### src/rtl/image_link_pkg.sv
// Shared constants and types for the image-sender receive link.
package image_link_pkg;

    localparam int          NUM_PIXELS  = 76800;
    localparam logic [11:0] START_PIXEL = 12'h00A;
    localparam logic [7:0]  MARK_HI     = {4'b0000, START_PIXEL[11:8]};
    localparam logic [7:0]  MARK_LO     = START_PIXEL[7:0];

    typedef logic [11:0] pixel_t;

    typedef enum logic [1:0] {
        HUNT_HI,
        SYNC_LO,
        PIX_HI,
        PIX_LO
    } state_e;

    typedef enum logic [1:0] {
        RX_IDLE,
        RX_START,
        RX_DATA,
        RX_STOP
    } rx_state_e;

endpackage

### src/rtl/image_receiver_uart_rx.sv
// 8N1 UART receiver: synchroniser, mid-bit sampler, byte/error strobes.
module uart_rx
    import image_link_pkg::*;
#(
    parameter int CLKS_PER_BIT = 434
) (
    input  logic       clk,
    input  logic       rst,
    input  logic       rx,
    output logic [7:0] byte_data,
    output logic       byte_valid,
    output logic       byte_err
);

    localparam int             CW   = $clog2(CLKS_PER_BIT);
    localparam logic [CW-1:0]  HALF = CW'(CLKS_PER_BIT / 2 - 1);
    localparam logic [CW-1:0]  LAST = CW'(CLKS_PER_BIT - 1);

    rx_state_e     state_q, state_d;
    logic [2:0]    sync_q;
    logic [CW-1:0] cnt_q, cnt_d;
    logic [2:0]    bit_q, bit_d;
    logic [7:0]    shift_q, shift_d;
    logic          valid_q, valid_d;
    logic          err_q, err_d;
    logic          rx_s, rx_prev;

    // sync_q[1] is the synchronised line, sync_q[2] its previous value
    assign rx_s    = sync_q[1];
    assign rx_prev = sync_q[2];

    always_comb begin
        state_d = state_q;
        cnt_d   = cnt_q + 1'b1;
        bit_d   = bit_q;
        shift_d = shift_q;
        valid_d = 1'b0;
        err_d   = 1'b0;
        unique case (state_q)
            RX_IDLE: begin
                cnt_d = '0;
                if (!rx_s && rx_prev) state_d = RX_START;
            end
            RX_START: begin
                if (cnt_q == HALF) begin
                    cnt_d   = '0;
                    bit_d   = '0;
                    state_d = rx_s ? RX_IDLE : RX_DATA;
                end
            end
            RX_DATA: begin
                if (cnt_q == LAST) begin
                    cnt_d   = '0;
                    shift_d = {rx_s, shift_q[7:1]};
                    bit_d   = bit_q + 1'b1;
                    if (bit_q == 3'd7) state_d = RX_STOP;
                end
            end
            RX_STOP: begin
                if (cnt_q == LAST) begin
                    cnt_d   = '0;
                    valid_d = rx_s;
                    err_d   = !rx_s;
                    state_d = RX_IDLE;
                end
            end
        endcase
    end

    always_ff @(posedge clk) begin
        if (rst) begin
            state_q <= RX_IDLE;
            sync_q  <= 3'b111;
            cnt_q   <= '0;
            bit_q   <= '0;
            shift_q <= '0;
            valid_q <= 1'b0;
            err_q   <= 1'b0;
        end else begin
            state_q <= state_d;
            sync_q  <= {sync_q[1:0], rx};
            cnt_q   <= cnt_d;
            bit_q   <= bit_d;
            shift_q <= shift_d;
            valid_q <= valid_d;
            err_q   <= err_d;
        end
    end

    assign byte_data  = shift_q;
    assign byte_valid = valid_q;
    assign byte_err   = err_q;

endmodule

### src/rtl/image_receiver.sv
// Image link receiver: UART bytes -> RGB444 pixels -> frame-buffer writes.
module image_receiver #(
    parameter int NUM_PIXELS     = image_link_pkg::NUM_PIXELS,
    parameter int CLK_FREQ       = 50000000,
    parameter int BAUD_RATE      = 115200,
    parameter int TIMEOUT_CYCLES = 100000
) (
    input  logic                          clk,
    input  logic                          rst,
    input  logic                          uart_in,
    output logic [11:0]                   pixel,
    output logic [$clog2(NUM_PIXELS)-1:0] address,
    output logic                          pixel_valid,
    output logic                          image_ready,
    output logic                          frame_error,
    output logic                          busy
);
    import image_link_pkg::*;

    localparam int            CLKS_PER_BIT = CLK_FREQ / BAUD_RATE;
    localparam int            AW           = $clog2(NUM_PIXELS);
    localparam int            TW           = $clog2(TIMEOUT_CYCLES + 1);
    localparam logic [AW-1:0] ADDR_LAST    = AW'(NUM_PIXELS - 1);
    localparam logic [TW-1:0] IDLE_LAST    = TW'(TIMEOUT_CYCLES - 1);

    logic [7:0] byte_data;
    logic       byte_valid;
    logic       byte_err;

    uart_rx #(
        .CLKS_PER_BIT(CLKS_PER_BIT)
    ) u_rx (
        .clk       (clk),
        .rst       (rst),
        .rx        (uart_in),
        .byte_data (byte_data),
        .byte_valid(byte_valid),
        .byte_err  (byte_err)
    );

    state_e        state_q, state_d;
    logic [3:0]    hi_q, hi_d;
    pixel_t        pix_q, pix_d;
    logic [AW-1:0] cnt_q, cnt_d;
    logic [AW-1:0] addr_q, addr_d;
    logic [TW-1:0] idle_q, idle_d;
    logic          wr_q, wr_d;
    logic          ready_q, ready_d;
    logic          err_q, err_d;

    always_comb begin
        state_d = state_q;
        hi_d    = hi_q;
        pix_d   = pix_q;
        cnt_d   = cnt_q;
        addr_d  = addr_q;
        wr_d    = 1'b0;
        ready_d = ready_q;
        err_d   = err_q;
        idle_d  = (state_q == HUNT_HI || byte_valid) ? '0 : idle_q + 1'b1;
        if (byte_err) begin
            err_d   = 1'b1;
            state_d = HUNT_HI;
        end else if (state_q != HUNT_HI && !byte_valid && idle_q == IDLE_LAST) begin
            err_d   = 1'b1;
            state_d = HUNT_HI;
        end else if (byte_valid) begin
            unique case (state_q)
                HUNT_HI: begin
                    if (byte_data == MARK_HI) state_d = SYNC_LO;
                end
                SYNC_LO: begin
                    if (byte_data == MARK_LO) begin
                        state_d = PIX_HI;
                        cnt_d   = '0;
                        addr_d  = '0;
                        ready_d = 1'b0;
                        err_d   = 1'b0;
                    end else if (byte_data != MARK_HI) begin
                        state_d = HUNT_HI;
                    end
                end
                PIX_HI: begin
                    hi_d    = byte_data[3:0];
                    state_d = PIX_LO;
                end
                PIX_LO: begin
                    pix_d  = {hi_q, byte_data};
                    addr_d = cnt_q;
                    wr_d   = 1'b1;
                    // the final pixel closes the frame instead of advancing
                    if (cnt_q == ADDR_LAST) begin
                        ready_d = 1'b1;
                        state_d = HUNT_HI;
                    end else begin
                        cnt_d   = cnt_q + 1'b1;
                        state_d = PIX_HI;
                    end
                end
            endcase
        end
    end

    always_ff @(posedge clk) begin
        if (rst) begin
            state_q <= HUNT_HI;
            hi_q    <= '0;
            pix_q   <= '0;
            cnt_q   <= '0;
            addr_q  <= '0;
            idle_q  <= '0;
            wr_q    <= 1'b0;
            ready_q <= 1'b0;
            err_q   <= 1'b0;
        end else begin
            state_q <= state_d;
            hi_q    <= hi_d;
            pix_q   <= pix_d;
            cnt_q   <= cnt_d;
            addr_q  <= addr_d;
            idle_q  <= idle_d;
            wr_q    <= wr_d;
            ready_q <= ready_d;
            err_q   <= err_d;
        end
    end

    assign pixel       = pix_q;
    assign address     = addr_q;
    assign pixel_valid = wr_q;
    assign image_ready = ready_q;
    assign frame_error = err_q;
    assign busy        = (state_q != HUNT_HI);

endmodule

### config.mk
export PLATFORM = sky130hd
export DESIGN_NAME = image_receiver
export DESIGN_NICKNAME = d
export VERILOG_FILES = /design/src/rtl/image_link_pkg.sv /design/src/rtl/image_receiver_uart_rx.sv /design/src/rtl/image_receiver.sv
export SDC_FILE = /design/constraint.sdc
export NUM_CORES = 1
export LEC_CHECK = 0
export ABC_CLOCK_PERIOD_IN_PS = 2600
export BUFFER_PORTS_ARGS = -buffer_cell sky130_fd_sc_hd__buf_2
export CAP_MARGIN = 15
export CORE_MARGIN = 2
export CORE_UTILIZATION = 59
export DETAILED_ROUTE_END_ITERATION = 12
export GPL_TIMING_DRIVEN = 0
export PLACE_DENSITY = 0.84
export SYNTH_ARGS = -nofsm -noshare
export SYNTH_HDL_FRONTEND = slang
export SYNTH_SLANG_ARGS = --single-unit
### constraint.sdc
create_clock -name clk -period 2.6 [get_ports clk]
set_input_delay 0.13 -clock clk [delete_from_list [all_inputs] [get_ports clk]]
set_output_delay 0.13 -clock clk [all_outputs]
set_load 0.02 [all_outputs]
==> summary.txt, run 1 <==
Run status
  • Run status: completed

Critical path
  • Count of cells along the worst register-to-register path: 7
  • Origin of the critical flop-to-flop path: cnt_q[0]
  • Kind of critical path: reg2reg
  • Critical path data arrival time: 2.64 ns
  • Critical Path Fanout Max: 10
  • Reg2reg setup slack: 0.22 ns
  • Critical path startpoint: cnt_q[0]
  • Worst reg2reg endpoint: cnt_q[4]
  • CP required: 2.86 ns
  • Startpoint Class: flip-flop
  • Endpoint of the most critical setup path: cnt_q[4]
  • Crit end category: flip-flop

Logic synthesis
  • Ys async rst share: 0
  • Number of synthesized flops with an enable pin: 0
  • Number of unique standard cell types used by synthesis: 52
  • Synth Net Count: 501
  • Most instantiated library cell after synthesis: sky130_fd_sc_hd__dfxtp_1
  • Average size of a mapped cell: 8.633 um2
  • Commonest cells in the synthesized netlist: sky130_fd_sc_hd__dfxtp_1, sky130_fd_sc_hd__nand2_1, sky130_fd_sc_hd__nor2_1
  • Largest cells by area after synthesis: sky130_fd_sc_hd__dfxtp_1, sky130_fd_sc_hd__nand2_1, sky130_fd_sc_hd__nor2_1
  • Fraction of synthesized cell area taken by the top area cell type: 0.4714
  • Instance count of the mapped netlist: 487
  • Mapped Area: 4204 um2
  • Post-synthesis sequential area ratio: 0.4714
  • Leading register cell type out of synthesis: sky130_fd_sc_hd__dfxtp_1
  • Post-synthesis register bit count: 99
  • Yosys warnings: 0
  • Top cell type by total area after synthesis: sky130_fd_sc_hd__dfxtp_1

Final layout
  • Area of all placed cells without fillers: 4721 um2
  • Diodes inserted: 0
  • Layout cell share with drive strength beyond 1: 0.1208
  • Final Util: 0.6910
  • Syn-to-layout area delta: 12.29%
  • Post-layout nets: 547

STA
  • Peak clock frequency supported by timing: 0.4201 GHz
  • Slew Viols, Final: 0
  • Post-route clock skew: 0.01421 ns
  • Measured slew at the worst slew-check pin: 0.6338 ns
  • Setup repair after global routing missed its margin: false
  • Worst rel slew slack: 0.5736
  • Shortest clock period the worst path allows after layout: 2.381 ns
  • Share of the cycle needed by the critical path after routing: 0.9156
  • Final Setup Violations: 0
  • Total negative slack for setup checks: 0 ns
  • Number of failing hold endpoints at the final stage: 0

Clocking
  • Quantity of hold-fixing buffers added after cts: 1
  • H-tree depth reported by CTS: 3
  • CTS Buf Count: 9
  • CTS tree: yes
  • Clock transition at the registers of the reported paths: 0.10 ns
  • CTS root buf: sky130_fd_sc_hd__clkbuf_8
  • Number of resized instances in the post-cts repair step: 0
  • Clock latency of the later-clocked register in the worst-skew pair: 0.37 ns
  • Buffer count from post-CTS setup fixing: 0
  • Maximum clock insertion buffer count: 2
  • Sink Count: 99

Floorplan
  • Std-Cell Rows: 30
  • Initial core utilization: 0.6154
  • Core area: 6832 um2
  • Die boundary width: 88.41 um
  • Die height: 88.41 um
  • Die Outline Area: 7816 um2
  • Count of pins on the block boundary: 36

Placed design
  • Placed inst area: 4494 um2
  • Number of buffer cells added on primary ports: 34
  • Half-perimeter wire length of the detailed placement result: 6.319 mm
  • RD Place Congestion: 0.9096

Routing
  • Post-route DRC violation count: 0
  • Final Routed Wirelength: 9.043 mm
  • Detailed router's first-iteration violation count: 226
  • Post-route antenna net violation count: 0
  • Total via count after detailed routing: 3643
  • Detail-routed net length per standard cell: 14.26 um
  • Pre-Repair DR Iteration Count: 4
  • Mean number of vias per cell: 5.746

GRT
  • Sum of overflow across all layers after global routing: 0
  • Global-route usage over all layers: 0.2442
  • Initial antenna violation count: 0
  • Maximum number of pins on one net before global-route repair: 20
  • Vias in the first global route: 3334
  • First-pass GRT wire length: 14.99 mm

Power and ir drop
  • Static Leakage: 1.726 nW
  • Sum of internal, switching and leakage power: 2.651 mW
  • Worst IR Drop VDD: 0.0004695 V
  • Pwr/cell area: 561.5 nW/um2

Worst hold path
  • Path type of the worst min-delay path: in2reg

Run
  • MaxCap Viol Count: 0
==> flip-flops by register name (all words and copies together) (netlist names), 4 cells and up, named ones only <==
| register | count |
|---|---|
| address | 17 |
| u_rx.byte_data | 8 |
| u_rx.cnt_q | 9 |
| idle_q | 17 |
| pixel | 12 |
| hi_q | 4 |
| cnt_q | 17 |
==> final cells by class <==
| class | instances | area (um2) |
|---|---|---|
| timing repair buffer | 35 | 180.2 |
| buffer | 27 | 116.4 |
| fill | 568 | 2111 |
| clock inverter | 7 | 92.59 |
| tap | 96 | 120.1 |
| sequential | 99 | 1982 |
| inverter | 13 | 48.80 |
| clock buffer | 9 | 123.9 |
| multi-input combinational | 348 | 2057 |
==> layout by cell type (no fill, tap or decap), drive strengths merged, types with 8 or more instances in the layout <==
cell and instances:
buf 38, xor2 14, nor4 8, nand2 67, or3 9, o21ai 9
dfxtp 99, o211ai 8, inv 17, nor3 13, a22o 13, nand3 34
ha 11, clkbuf 32, a21oi 35, nor2 51
==> metal layers <==
metal,up-vias,global-route usage,routed length [um]
li1,1806,-,-
met1,1725,0.3033,4047
met2,98,0.4122,4461
met3,14,0.06716,390
met4,0,0.07989,144
met5,-,0,0
==> critical path, stage by stage, from the launching register on <==
cell	delay, ns
sky130_fd_sc_hd__dfxtp_1	0.42
sky130_fd_sc_hd__ha_1	0.22
sky130_fd_sc_hd__nand2_1	0.18
sky130_fd_sc_hd__or4_4	0.56
sky130_fd_sc_hd__o211ai_2	0.36
sky130_fd_sc_hd__buf_2	0.30
sky130_fd_sc_hd__o211ai_1	0.13
sky130_fd_sc_hd__o41ai_1	0.11
==> how the worst min path moves through the flow <==
stage,start,to,slack (ns),cells past startpoint
3_5_place_dp,uart_in,u_rx.sync_q[0],0.32,2
4_1_cts,rst,u_rx.sync_q[2],0.31,3
5_1_grt,rst,u_rx.sync_q[2],0.36,3
6_report,rst,u_rx.sync_q[2],0.34,3
2_1_floorplan,uart_in,u_rx.sync_q[0],0.23,1
3_3_place_gp,uart_in,u_rx.sync_q[0],0.31,2
==> cell families (layout without fill, tap and decap cells) <==
family / Yosys count / after routing / share of synthesized area
flip-flops: 99 / 99 / 0.4714
multiplexers: 6 / 6 / 0.01429
XOR/XNOR: 20 / 20 / 0.04167
adder cells (fa/ha/maj): 11 / 11 / 0.03274
AO/OA/AOI/OAI: 98 / 98 / 0.1592
AND/OR/NAND/NOR: 213 / 213 / 0.2414
buffers and inverters: 40 / 91 / 0.03929
==> stage by stage <==
step | cells | worst slack, ns | hold WS, ns
floorplan | 487 | 0.6573 | 0.2338
global placement | 617 | 0.3802 | 0.3140
detailed placement | 617 | 0.3520 | 0.3218
CTS | 634 | 0.2955 | 0.3080
global route | 634 | 0.1257 | 0.3629
finish | 634 | 0.2193 | 0.3390
==> power breakdown <==
part	leakage (nW)	switching, mW	internal (mW)
Sequential	0.798	0.00730	1.52
Combinational	0.818	0.0514	0.0245
Clock	0.109	0.575	0.471
Total	1.73	0.634	2.02
No activity file was read; power rests on OpenSTA's default activity.
==> run 2, diff against run 1 <==
REMOVE_ABC_BUFFERS = 1   (was default)
==> summary.txt, run 2 (synthesis gave the netlist of run 1 again) <==
Worst hold path
  • Path type of the worst min-delay path: in2reg
  • Hold Path End: u_rx.bit_q[0]
  • Number of stages on the worst hold path: 2 (-1)
  • Origin of the worst min-delay path: rst

Placed design
  • Half-perimeter wire length of the detailed placement result: 5.646 mm (-11%)
  • RD Place Congestion: 0.8656 (-4.8%)
  • Number of buffer cells added on primary ports: 35 (+2.9%)
  • Minimum setup slack after placement: 0.2137 ns (-0.1383 ns)

Clocking
  • Clock transition at the registers of the reported paths: 0.09 ns (about the same)
  • H-tree depth reported by CTS: 3 (unchanged)
  • Maximum clock insertion buffer count: 2 (unchanged)
  • Buffer count from post-CTS setup fixing: 0 (unchanged)
  • Clock latency of the later-clocked register in the worst-skew pair: 0.36 ns (about the same)
  • CTS Buf Count: 9 (unchanged)
  • Sink Count: 99 (unchanged)
  • CTS tree: yes
  • CTS root buf: sky130_fd_sc_hd__clkbuf_8

Routing
  • Mean number of vias per cell: 5.759 (+0.22%)
  • Total via count after detailed routing: 3507 (-3.7%)
  • Pre-Repair DR Iteration Count: 4 (unchanged)
  • Detailed router's first-iteration violation count: 285 (+26%)
  • Final Routed Wirelength: 8.526 mm (-5.7%)
  • Post-route antenna net violation count: 0 (unchanged)
  • Post-route DRC violation count: 0 (unchanged)
  • Detail-routed net length per standard cell: 14.00 um (-1.8%)

Power and ir drop
  • Worst IR Drop VDD: 0.0003822 V (-19%)
  • Sum of internal, switching and leakage power: 2.620 mW (-1.2%)
  • Pwr/cell area: 566.2 nW/um2 (+0.84%)
  • Static Leakage: 1.681 nW (-2.6%)

Critical path
  • Crit end category: flip-flop
  • Origin of the critical flop-to-flop path: u_rx.byte_data[2]
  • Critical path data arrival time: 2.63 ns (about the same)
  • Reg2reg setup slack: 0.23 ns (about the same)
  • CP required: 2.86 ns (about the same)
  • Count of cells along the worst register-to-register path: 5 (-2)
  • Worst reg2reg endpoint: cnt_q[4]
  • Critical Path Fanout Max: 12 (+2)
  • Startpoint Class: flip-flop
  • Kind of critical path: reg2reg

Run
  • MaxCap Viol Count: 0 (unchanged)

STA
  • Setup repair after global routing missed its margin: false
  • Final worst hold slack: 0.4257 ns (+0.08669 ns)
  • Measured slew at the worst slew-check pin: 1.007 ns (+0.3729 ns)
  • Worst-case setup margin in the final layout: 0.2301 ns (+0.01075 ns)
  • Number of failing hold endpoints at the final stage: 0 (unchanged)
  • Shortest clock period the worst path allows after layout: 2.370 ns (-0.01075 ns)
  • Peak clock frequency supported by timing: 0.4220 GHz (+0.45%)
  • Post-route clock skew: 0.007357 ns (-0.006855 ns)
  • Final Setup Violations: 0 (unchanged)
  • Slew Viols, Final: 0 (unchanged)
  • Worst rel slew slack: 0.3289 (-0.2447)
  • Share of the cycle needed by the critical path after routing: 0.9115 (-0.004133)

GRT
  • Maximum number of pins on one net before global-route repair: 56 (+180%)
  • Sum of overflow across all layers after global routing: 0 (unchanged)
  • Vias in the first global route: 3303 (-0.93%)
  • Global-route usage over all layers: 0.2317 (-0.01251)
  • Initial antenna violation count: 0 (unchanged)
  • First-pass GRT wire length: 14.53 mm (-3.0%)

Run status
  • Run status: completed

Floorplan
  • Die Outline Area: 7816 um2 (unchanged)
  • Die boundary width: 88.41 um (unchanged)
  • Die height: 88.41 um (unchanged)
  • Initial core utilization: 0.6154 (unchanged)
  • Core area: 6832 um2 (unchanged)
  • Count of pins on the block boundary: 36 (unchanged)
  • Std-Cell Rows: 30 (unchanged)

Final layout
  • Final Util: 0.6773 (-0.01374)
  • Diodes inserted: 0 (unchanged)
  • Commonest cells after routing, fill and taps aside: sky130_fd_sc_hd__dfxtp_1, sky130_fd_sc_hd__nand2_1, sky130_fd_sc_hd__nor2_1
  • Syn-to-layout area delta: 10.06%
  • Post-layout nets: 522 (-4.6%)
  • Layout cell share with drive strength beyond 1: 0.1228 (+0.001989)
  • Commonest non-fill, non-tap cell in the layout: sky130_fd_sc_hd__dfxtp_1
==> run 2: changes by cell type in the layout (fill, tap and decap cells not counted), sizes merged <==
cell / previous run / this run
clkbuf: 32 / 12
inv: 17 / 14
buf: 38 / 35
clkinvlp: 0 / 1
==> run 2: how the worst max path moves through the flow <==
| stage | startpoint | endpoint | slack, ns | depth (start not counted) |
|---|---|---|---|---|
| 4_1_cts | state_q[1] | pixel[5] | 0.13 | 4 |
| 3_5_place_dp | state_q[1] | pixel[6] | 0.21 | 4 |
| 3_3_place_gp | u_rx.cnt_q[0] | u_rx.byte_data[1] | -0.24 | 6 |
| 6_report | u_rx.byte_data[2] | cnt_q[4] | 0.23 | 5 |
| 2_1_floorplan | u_rx.cnt_q[0] | u_rx.bit_q[1] | 0.31 | 5 |
| 5_1_grt | u_rx.byte_data[2] | address[2] | 0.05 | 5 |
==> run 2: cell type report <==
class / count / area (um2)
multi-input combinational: 348 / 2072
fill: 556 / 2205
sequential: 99 / 1982
inverter: 13 / 48.80
timing repair buffer: 37 / 192.7
clock inverter: 5 / 60.06
tap: 96 / 120.1
clock buffer: 11 / 151.4
==> run 2: stage by stage <==
step           std cells  area (um2)  TNS [ns]
2_1_floorplan        460        4088         0
3_3_place_gp         591        4383    -4.383
3_5_place_dp         591        4389         0
4_1_cts              608        4611         0
5_1_grt              609        4627         0
6_report             609        4627         0
==> run 2: where the power goes <==
group          internal (mW)  switching [mW]  total (mW)
combinational         0.0226          0.0477      0.0704
clock                  0.501           0.521        1.02
sequential              1.52         0.00693        1.53
==> run 2: critical path: stages, from the launching register on <==
cell and delay, ns:
sky130_fd_sc_hd__dfxtp_1 0.36, sky130_fd_sc_hd__nor4_1 0.42, sky130_fd_sc_hd__a41o_1 0.33, sky130_fd_sc_hd__o211a_1 0.44, sky130_fd_sc_hd__nand3_1 0.36, sky130_fd_sc_hd__o41ai_1 0.35
==> run 2: what timing repair did <==
item,CTS,global route
hold buffers,1,0
resized for setup,0,1
endpoints found under the setup margin,0,1
hold endpoints to repair,1,0
==> run 2: metal layers <==
metal	vias to the layer above	track usage	share of wire
li1	1768	-	-
met1	1637	0.2907	0.46
met2	92	0.3896	0.48
met3	10	0.06623	0.051
met4	0	0.06887	0.0096
met5	-	0	0
==> run 3, diff against run 2 <==
CORE_MARGIN = 3   (was 2)
==> summary.txt, run 3 (synthesis gave the netlist of run 1 again) <==
Critical path
  • Cell class contributing the biggest share of worst-path delay: compound AO/OA/AOI/OAI gates
  • Critical Path Fanout Max: 12 (unchanged)
  • Chain of cells forming the critical path: nor4_1 -> a41o_1 -> o211a_1 -> nand3_1 -> o41ai_1
  • Standard cell with the maximum stage delay on the critical path: sky130_fd_sc_hd__o211a_1
  • Critical path data arrival time: 2.72 ns (+0.09 ns)
  • Crit end category: flip-flop
  • CP required: 2.86 ns (about the same)
  • Startpoint Class: flip-flop
  • Reg2reg setup slack: 0.15 ns (-0.08 ns)
  • Maximum cell stage delay along the critical path: 0.47 ns (+0.03 ns)
  • Buffers plus inverters on the worst setup path: 0 (unchanged)
  • Kind of critical path: reg2reg

STA
  • Final Setup Violations: 0 (unchanged)
  • Post-route clock skew: 0.01191 ns (+0.004555 ns)
  • Total negative slack for setup checks: 0 ns (unchanged)
  • Peak clock frequency supported by timing: 0.4074 GHz (-3.5%)
  • Number of failing hold endpoints at the final stage: 0 (unchanged)
  • Share of the cycle needed by the critical path after routing: 0.9441 (+0.03257)
  • Slew Viols, Final: 0 (unchanged)
  • Worst rel slew slack: 0.3423 (+0.01347)
  • Final worst hold slack: 0.4073 ns (-0.01841 ns)
  • Setup repair after global routing missed its margin: false
  • Measured slew at the worst slew-check pin: 0.9732 ns (-0.03348 ns)
  • Shortest clock period the worst path allows after layout: 2.455 ns (+0.08469 ns)

Clocking
  • Clock transition at the registers of the reported paths: 0.09 ns (about the same)
  • CTS root buf: sky130_fd_sc_hd__clkbuf_8
  • Clock latency of the later-clocked register in the worst-skew pair: 0.36 ns (about the same)
  • Maximum clock insertion buffer count: 2 (unchanged)
  • CTS tree: yes
  • Sink Count: 99 (unchanged)
  • CTS Buf Count: 9 (unchanged)
  • H-tree depth reported by CTS: 3 (unchanged)

GRT
  • Vias in the first global route: 3449 (+4.4%)
  • Global-route usage over all layers: 0.2233 (-0.008446)
  • First-pass GRT wire length: 15.28 mm (+5.2%)
  • Sum of overflow across all layers after global routing: 0 (unchanged)
  • Initial antenna violation count: 0 (unchanged)
  • Maximum number of pins on one net before global-route repair: 56 (unchanged)

Routing
  • Pre-Repair DR Iteration Count: 5 (+1)
  • Post-route DRC violation count: 0 (unchanged)
  • Total via count after detailed routing: 3594 (+2.5%)
  • Mean number of vias per cell: 5.892 (+2.3%)
  • Detail-routed net length per standard cell: 14.34 um (+2.4%)
  • Detailed router's first-iteration violation count: 297 (+4.2%)
  • Final Routed Wirelength: 8.749 mm (+2.6%)
  • Post-route antenna net violation count: 0 (unchanged)

Power and ir drop
  • Static Leakage: 1.671 nW (-0.55%)
  • Pwr/cell area: 541.5 nW/um2 (-4.4%)
  • Worst IR Drop VDD: 0.0003709 V (-3.0%)

Run
  • MaxCap Viol Count: 0 (unchanged)

Final layout
  • Multi-input combinational cell area: 2063 um2 (-0.42%)
  • Flip-flop and latch area: 1982 um2 (unchanged)
  • Layout cell share with drive strength beyond 1: 0.1187 (-0.004130)
  • Syn-to-layout area delta: 9.048%
  • Diodes inserted: 0 (unchanged)
  • Commonest cells after routing, fill and taps aside: sky130_fd_sc_hd__dfxtp_1, sky130_fd_sc_hd__nand2_1, sky130_fd_sc_hd__nor2_1
  • Filler Cells Inserted: 591 (+6.3%)
  • Commonest non-fill, non-tap cell in the layout: sky130_fd_sc_hd__dfxtp_1
  • Post-layout nets: 523 (+0.19%)

Placed design
  • Number of buffer cells added on primary ports: 35 (unchanged)
  • RD Place Congestion: 0.8326 (-3.8%)
  • Half-perimeter wire length of the detailed placement result: 5.855 mm (+3.7%)

Floorplan
  • Std-Cell Rows: 30 (unchanged)
  • Die height: 90.41 um (+2.3%)
  • Die Outline Area: 8174 um2 (+4.6%)
  • Count of pins on the block boundary: 36 (unchanged)
  • Initial core utilization: 0.6120 (-0.003363)
  • Core area: 6869 um2 (+0.55%)
  • Die boundary width: 90.41 um (+2.3%)

Worst hold path
  • Path type of the worst min-delay path: in2reg

Run status
  • Run status: completed
==> run 3: layout make-up <==
| class | instances | area share |
|---|---|---|
| Timing Repair Buffer | 38 | 0.04312 |
| Tap cell | 96 | 0.02620 |
| Sequential cell | 99 | 0.4323 |
| Inverter | 13 | 0.01064 |
| Clock buffer | 14 | 0.03548 |
| Multi-Input combinational cell | 348 | 0.4501 |
| Clock inverter | 2 | 0.002183 |
==> run 3: path summary, 6_finish.rpt <==
| check | start | endpoint | depth (start not counted) |
|---|---|---|---|
| max | u_rx.byte_data[7] | cnt_q[4] | 5 |
| min | rst | u_rx.bit_q[0] | 2 |
| max reg2reg | u_rx.byte_data[7] | cnt_q[4] | 5 |
| min reg2reg | u_rx.sync_q[0] | u_rx.sync_q[1] | 1 |
==> run 3: layer usage <==
layer  up-vias  track usage  share of wire  wire length, um
met5         -            0              0                0
li1       1762            -              -                -
met4         0      0.08418          0.012              102
met2       120       0.3715           0.49             4258
met1      1699       0.2774           0.43             3803
met3        13      0.05917          0.067              585
==> run 3: worst register-to-register path: cells and delay by family (launching register included) <==
family             cells  cell delay (ns)
AOI/OAI and AO/OA      3             1.17
DFF                    1             0.35
and+or+nand+nor        2             0.84
==> run 3: stage by stage <==
stage / instance area [um2] / instances / worst slack, ns / utilization / total power, mW
global placement: 4383 / 591 / -0.2210 / 0.6381 / 1.627
CTS: 4579 / 609 / 0.1945 / 0.6667 / 2.498
global route: 4584 / 610 / 0.02771 / 0.6674 / 2.577
detailed placement: 4397 / 592 / 0.1986 / 0.6401 / 1.631
finish: 4584 / 610 / 0.1454 / 0.6674 / 2.482
floorplan: 4088 / 460 / 0.3081 / - / 1.604
==> run 3: power by group <==
part	internal [mW]	total (mW)	switching, mW
combinational	0.0226	0.0705	0.0479
sequential	1.52	1.53	0.00712
clock	0.399	0.884	0.485
==> run 3: timing repair <==
action                    4_1_cts  5_1_grt
gates resized for setup         0        0
buffers inserted                0        0
hold endpoints to repair        1        0
hold buffers                    1        0
